### src/rtl/datapath_test_sequencer.sv
// Programmable microcode sequencer for the register-file/ALU datapath.
// It has single-run, loop and single-step modes and an optional per-word result check.
module datapath_test_sequencer #(
    parameter int          DATA_W   = 16,
    parameter int          NUM_REGS = 16,
    parameter int          RA_W     = 4,
    parameter int          DEPTH    = 32,
    parameter int          PC_W     = 5,
    parameter int          ERR_W    = 8,
    parameter logic [3:0]  NOP_OP   = 4'h0,
    localparam int         PW       = 1 + 3*RA_W + DATA_W + 2 + 4 + 1 + 1 + DATA_W + 1
) (
    input  logic                clk,
    input  logic                rst,
    input  logic                start,
    input  logic                abort,
    input  logic                step_mode,
    input  logic                step,
    input  logic                loop_mode,
    input  logic                prog_we,
    input  logic [PC_W-1:0]     prog_addr,
    input  logic [PW-1:0]       prog_data,
    input  logic [DATA_W-1:0]   alu_result,
    output logic [NUM_REGS-1:0] reg_en,
    output logic [RA_W-1:0]     reg_a,
    output logic [RA_W-1:0]     reg_b,
    output logic [DATA_W-1:0]   imm,
    output logic [1:0]          b_sel,
    output logic [3:0]          opcode,
    output logic                flag_en,
    output logic                busy,
    output logic                done,
    output logic                pass,
    output logic [ERR_W-1:0]    err_count,
    output logic [PC_W-1:0]     fail_pc,
    output logic [15:0]         loop_count
);

    localparam int L_EXP  = 1;
    localparam int L_CHK  = L_EXP + DATA_W;
    localparam int L_FEN  = L_CHK + 1;
    localparam int L_OP   = L_FEN + 1;
    localparam int L_BSEL = L_OP + 4;
    localparam int L_IMM  = L_BSEL + 2;
    localparam int L_RB   = L_IMM + DATA_W;
    localparam int L_RA   = L_RB + RA_W;
    localparam int L_WR   = L_RA + RA_W;
    localparam int L_WEN  = L_WR + RA_W;

    typedef enum logic [1:0] {IDLE, RUN, STEP_WAIT, DONE} state_e;

    state_e              state_q, state_d;
    logic [PC_W-1:0]     pc_q, pc_d;
    logic [ERR_W-1:0]    err_q, err_d;
    logic [PC_W-1:0]     fail_q, fail_d;
    logic [15:0]         loop_q, loop_d;
    logic [PW-1:0]       mem_q [DEPTH];
    logic [PW-1:0]       word_s;
    logic [RA_W-1:0]     wr_reg_s;
    logic                mismatch_s;
    logic                is_last_s;

    assign word_s     = mem_q[pc_q];
    assign wr_reg_s   = word_s[L_WR +: RA_W];
    assign mismatch_s = word_s[L_CHK] && (alu_result != word_s[L_EXP +: DATA_W]);
    assign is_last_s  = word_s[0] || (pc_q == PC_W'(DEPTH-1));

    assign busy       = (state_q == RUN) || (state_q == STEP_WAIT);
    assign done       = (state_q == DONE);
    assign pass       = done && (err_q == {ERR_W{1'b0}});
    assign err_count  = err_q;
    assign fail_pc    = fail_q;
    assign loop_count = loop_q;

    // Program memory: no reset, writable only while not running.
    always_ff @(posedge clk) begin
        if (prog_we && ((state_q == IDLE) || (state_q == DONE))) begin
            mem_q[prog_addr] <= prog_data;
        end
    end

    // State and counter registers.
    always_ff @(posedge clk or negedge rst) begin
        if (!rst) begin
            state_q <= IDLE;
            pc_q    <= {PC_W{1'b0}};
            err_q   <= {ERR_W{1'b0}};
            fail_q  <= {PC_W{1'b0}};
            loop_q  <= 16'h0000;
        end else begin
            state_q <= state_d;
            pc_q    <= pc_d;
            err_q   <= err_d;
            fail_q  <= fail_d;
            loop_q  <= loop_d;
        end
    end

    // Datapath controls come from the current word only while in RUN.
    always_comb begin
        reg_en  = {NUM_REGS{1'b0}};
        reg_a   = {RA_W{1'b0}};
        reg_b   = {RA_W{1'b0}};
        imm     = {DATA_W{1'b0}};
        b_sel   = 2'b00;
        opcode  = NOP_OP;
        flag_en = 1'b0;
        if (state_q == RUN) begin
            reg_a   = word_s[L_RA +: RA_W];
            reg_b   = word_s[L_RB +: RA_W];
            imm     = word_s[L_IMM +: DATA_W];
            b_sel   = word_s[L_BSEL +: 2];
            opcode  = word_s[L_OP +: 4];
            flag_en = word_s[L_FEN];
            if (word_s[L_WEN] && ({1'b0, wr_reg_s} < (RA_W+1)'(NUM_REGS))) begin
                reg_en = {{(NUM_REGS-1){1'b0}}, 1'b1} << wr_reg_s;
            end else begin
                reg_en = {NUM_REGS{1'b0}};
            end
        end else begin
            opcode = NOP_OP;
        end
    end

    // Next-state, pc and result counters.
    always_comb begin
        state_d = state_q;
        pc_d    = pc_q;
        err_d   = err_q;
        fail_d  = fail_q;
        loop_d  = loop_q;
        case (state_q)
            IDLE, DONE: begin
                if (abort) begin
                    state_d = IDLE;
                end else if (start) begin
                    state_d = RUN;
                    pc_d    = {PC_W{1'b0}};
                    err_d   = {ERR_W{1'b0}};
                    fail_d  = {PC_W{1'b0}};
                    loop_d  = 16'h0000;
                end else begin
                    state_d = state_q;
                end
            end
            RUN: begin
                if (mismatch_s) begin
                    if (err_q != {ERR_W{1'b1}}) begin
                        err_d = err_q + ERR_W'(1);
                    end else begin
                        err_d = err_q;
                    end
                    if (err_q == {ERR_W{1'b0}}) begin
                        fail_d = pc_q;
                    end else begin
                        fail_d = fail_q;
                    end
                end else begin
                    err_d = err_q;
                end
                if (abort) begin
                    state_d = IDLE;
                end else if (is_last_s) begin
                    if (loop_mode) begin
                        pc_d    = {PC_W{1'b0}};
                        loop_d  = loop_q + 16'h0001;
                        state_d = step_mode ? STEP_WAIT : RUN;
                    end else begin
                        state_d = DONE;
                    end
                end else if (step_mode) begin
                    pc_d    = pc_q + PC_W'(1);
                    state_d = STEP_WAIT;
                end else begin
                    pc_d    = pc_q + PC_W'(1);
                end
            end
            STEP_WAIT: begin
                if (abort) begin
                    state_d = IDLE;
                end else if (step) begin
                    state_d = RUN;
                end else begin
                    state_d = STEP_WAIT;
                end
            end
            default: begin
                state_d = IDLE;
            end
        endcase
    end

endmodule

### config.mk
export PLATFORM = sky130hd
export DESIGN_NAME = datapath_test_sequencer
export DESIGN_NICKNAME = d
export VERILOG_FILES = /design/src/rtl/datapath_test_sequencer.sv
export SDC_FILE = /design/constraint.sdc
export NUM_CORES = 2
export LEC_CHECK = 0
export ABC_AREA = 1
export ABC_CLOCK_PERIOD_IN_PS = 4300
export BUFFER_PORTS_ARGS = -buffer_cell sky130_fd_sc_hd__buf_2
export CAP_MARGIN = 20
export CORE_UTILIZATION = 45
export CTS_CLUSTER_DIAMETER = 120
export DETAILED_ROUTE_END_ITERATION = 10
export PLACE_DENSITY = 0.59
export SLEW_MARGIN = 20
export SYNTH_ARGS = -nofsm -noshare
export SYNTH_HDL_FRONTEND = slang
export SYNTH_SLANG_ARGS = --single-unit
export TNS_END_PERCENT = 10
### constraint.sdc
create_clock -name clk -period 4.3 [get_ports clk]
set_input_delay 0.645 -clock clk [delete_from_list [all_inputs] [get_ports clk]]
set_output_delay 0.645 -clock clk [all_outputs]
set_load 0.05 [all_outputs]
==> impl_results.md <==
* Outcome: finished clean
* Initial antenna violation count at 18
* Via count at 46,100
* Top FF cell, synth: edfxtp_1
* Critical path class: reg2out
* Max incr delay on CP at 0.60 ns
* CP cell instances: inv_6 -> buf_4 -> o21ai_0 -> o31ai_1 -> o22ai_2 -> nand2_2 -> nor2_1 -> buf_2
* Share of the yosys chip area belonging to registers at 74.97%
* Max cap viols at 0
* Vias per cell at 5.886
* Vias in the first global route at 43,580
* DR WL/cell at 26.63 um
* Slowest-stage cell, CP: dfrtp_4
* Cell with the most instances after synthesis: edfxtp_1
* Req. time, crit path at 3.65 ns
* Metal-1 WL at 87,440 um
* Global-route wire length before repair at 299,300 um
* # placed instances at 7,482
* Leakage at 0.02735 uW
* Die Y at 397.6 um
* Post-Synthesis Mean Instance Area at 12.85 um^2
* Total CTS buffers at 181
* Tcrit/Tclk final at 96.65%
* Worst slew margin at 36.66%
* Root Buffer: clkbuf_16
* Fin Hold WS at 0.3066 ns
* Critical path capture point type: primary output
* Final antenna-violating net count at 0
* Crit path time final at 4.156 ns
* Fin cells at 7,832
* Pwr Density at 538.6 mW/mm^2
* Drt drc at 0
* RSZ-0062 raised after global routing: true
* Metal2 WL at 99,410 um
* Max-slew violation count at 0
* Critical Path AT at 3.51 ns
* Clk_skew at 0.04888 ns
* Worst Hold Launch: prog_data[31]
* Clk_lat worst skew at 0.83 ns
* Finish-stage setup viols at 0
* Hpwl dp at 103,500 um
* Share of layout cells above drive strength 1 at 11.01%
* CP startpoint: pc_q[3]
* Number of flops mapped to enable cells by yosys at 1,728
* Total Nets Final at 5,721
* Hold Violations, Final at 0
* Netlist cell types at 43
* Layout Area Growth over Synthesis at 14.41%
* Routed length on met3 at 16,270 um
* Syn Nets at 5,572
* Setup crit start kind: flop
* Yosys top cell area share at 73.69%
* Routed Wire Length at 208,600 um
* Post-route cell area at 0.08057 mm^2
* Worst slew pin tran at 0.9501 ns
* Num ports at 162
* Sink Count at 1,764
* Largest net degree at the start of global routing at 209
* Gr usage total at 25.98%
* Critical-path maximum fanout at 44
* Final WS setup at 0.1440 ns
* Number of H-tree levels at 4
* Starting Density at 45.50%
* Cell Area, Synth at 0.07042 mm^2
* TritonCTS clock tree: built
* Number of synthesized register bits at 1,764
* Port bufs at 161
* Site Rows at 144
* Placement Cell Area at 0.07468 mm^2
* Maximum VDD drop at 0.4441 mV
* GR Overflow Total at 0
* Power Total at 43,390 uW
* Final Wtd Congestion at 0.8113
* Async S/R FF share, synth at 2.041%
* Maximum clock path buffer count at 3
* Max frequency at 240.6 MHz
* Highest routed layer: met5
* Clk slew on worst S/H paths at 0.06 ns
* Post-synthesis cell count at 5,481
* Commonest cells post-synth: edfxtp_1, nand2_1, nor2_1
* Top cells by area in the synthesized netlist: edfxtp_1, nand2_1, o21ai_0
* DIE AREA at 0.1581 mm^2
* TritonRoute pass-1 iters at 6
* Hold crit path type: in2reg
* Critical register-to-register path startpoint: pc_q[1]
* Setup slack after placement at 0.4688 ns
* Die Span X at 397.6 um
* Leading area contributor after synthesis: edfxtp_1
* Detailed Route Iter0 Violations at 5,295
* Synth warn at 0
* Core area at 0.1548 mm^2
==> flip-flops by register name (all words and copies together), names as in the netlist <==
register    cells
pc_q            5
state_q         2
err_count       8
fail_pc         5
mem_q        1728
loop_count     16
==> worst max-delay path: cells and delay by family, from the launching register on <==
family	cells	cell delay (ns)
AO/OA/AOI/OAI	3	0.62
flip-flops	1	0.60
buffers and inverters	3	1.19
AND/OR/NAND/NOR	2	0.27
==> layout by cell type (no fill, tap or decap), types with 5 or more instances in the layout <==
cell type,Yosys,final
edfxtp_1,1728,1728
nor3_1,9,9
o2111ai_1,13,13
o31ai_1,11,11
nand3_1,395,395
clkinv_1,3,53
bufinv_16,0,9
nand4_1,9,9
a31o_2,9,9
dfrtp_1,36,31
clkinv_2,0,30
o221ai_1,157,157
o21ai_0,644,644
buf_12,0,80
nand2_1,869,869
nand2_2,5,5
a32o_1,6,6
inv_1,103,101
nor2_1,724,690
buf_4,30,99
clkbuf_16,0,188
ha_1,8,8
or2_1,10,10
nor2_4,0,33
a21o_1,8,8
clkbuf_1,179,49
o21ai_1,26,24
inv_6,0,6
clkinv_16,0,6
a21oi_1,106,106
buf_2,133,140
o211ai_1,80,80
xor2_1,5,5
o22ai_1,122,122
==> metrics by stage <==
stage	TNS, ns	utilization (%)
5_1_grt	-0.03175	52.05
3_5_place_dp	0	48.25
3_3_place_gp	0	48.25
4_1_cts	-0.01669	51.95
2_1_floorplan	0	-
6_report	0	52.06
==> worst paths after layout <==
check                                     end  slack [ns]  cells past startpoint
max in group asynchronous             pc_q[3]        3.10                      2
min in group asynchronous       loop_count[9]        0.52                      2
worst max-delay path                reg_en[4]        0.14                      8
worst min-delay path            mem_q[26][31]        0.31                      1
worst min register to register     fail_pc[1]        0.47                      2
worst max register to register     fail_pc[3]        0.61                     19
==> logic make-up after synthesis <==
logic type               after synthesis  synth area share [%]
AND/OR/NAND/NOR                     2030                 11.66
adder cells (fa/ha/maj)                8                0.1421
AO/OA/AOI/OAI                       1192                 10.09
buffers and inverters                478                 3.029
XOR/XNOR                               9                0.1119
flip-flops                          1764                 74.97
==> report_power, final <==
group	internal [uW]	switching (uW)	leakage (uW)
clock network	8500	6580	0.00277
logic	2640	6360	0.00855
registers	19200	148	0.0160
total	30300	13100	0.0273
==> per-layer routing <==
layer	track usage, %	vias to the layer above
li1	-	20500
met1	36.45	23270
met2	42.01	1975
met3	3.891	349
met4	7.692	8
met5	0	-
==> final cells by class <==
| type | instances | area (um^2) |
|---|---|---|
| fillers | 12990 | 74200 |
| flip-flops and latches | 1764 | 52810 |
| multi-input cells | 3239 | 15750 |
| clock buffers | 235 | 4838 |
| repair buffers | 331 | 3272 |
| well taps | 2044 | 2557 |
| clock inverters | 102 | 835.8 |
| inverters | 112 | 483.0 |
| repair inverters | 1 | 11.26 |
| diodes | 4 | 10.01 |
==> repair_timing <==
action / CTS / global route
hold endpoints to repair: 36 / 0
setup buffers: 0 / 5
hold buffers: 1 / 0
gates cloned: 0 / 3
setup endpoints to repair: 41 / 33
resized for setup: 8 / 11
Power figures use the tool's default switching activity.
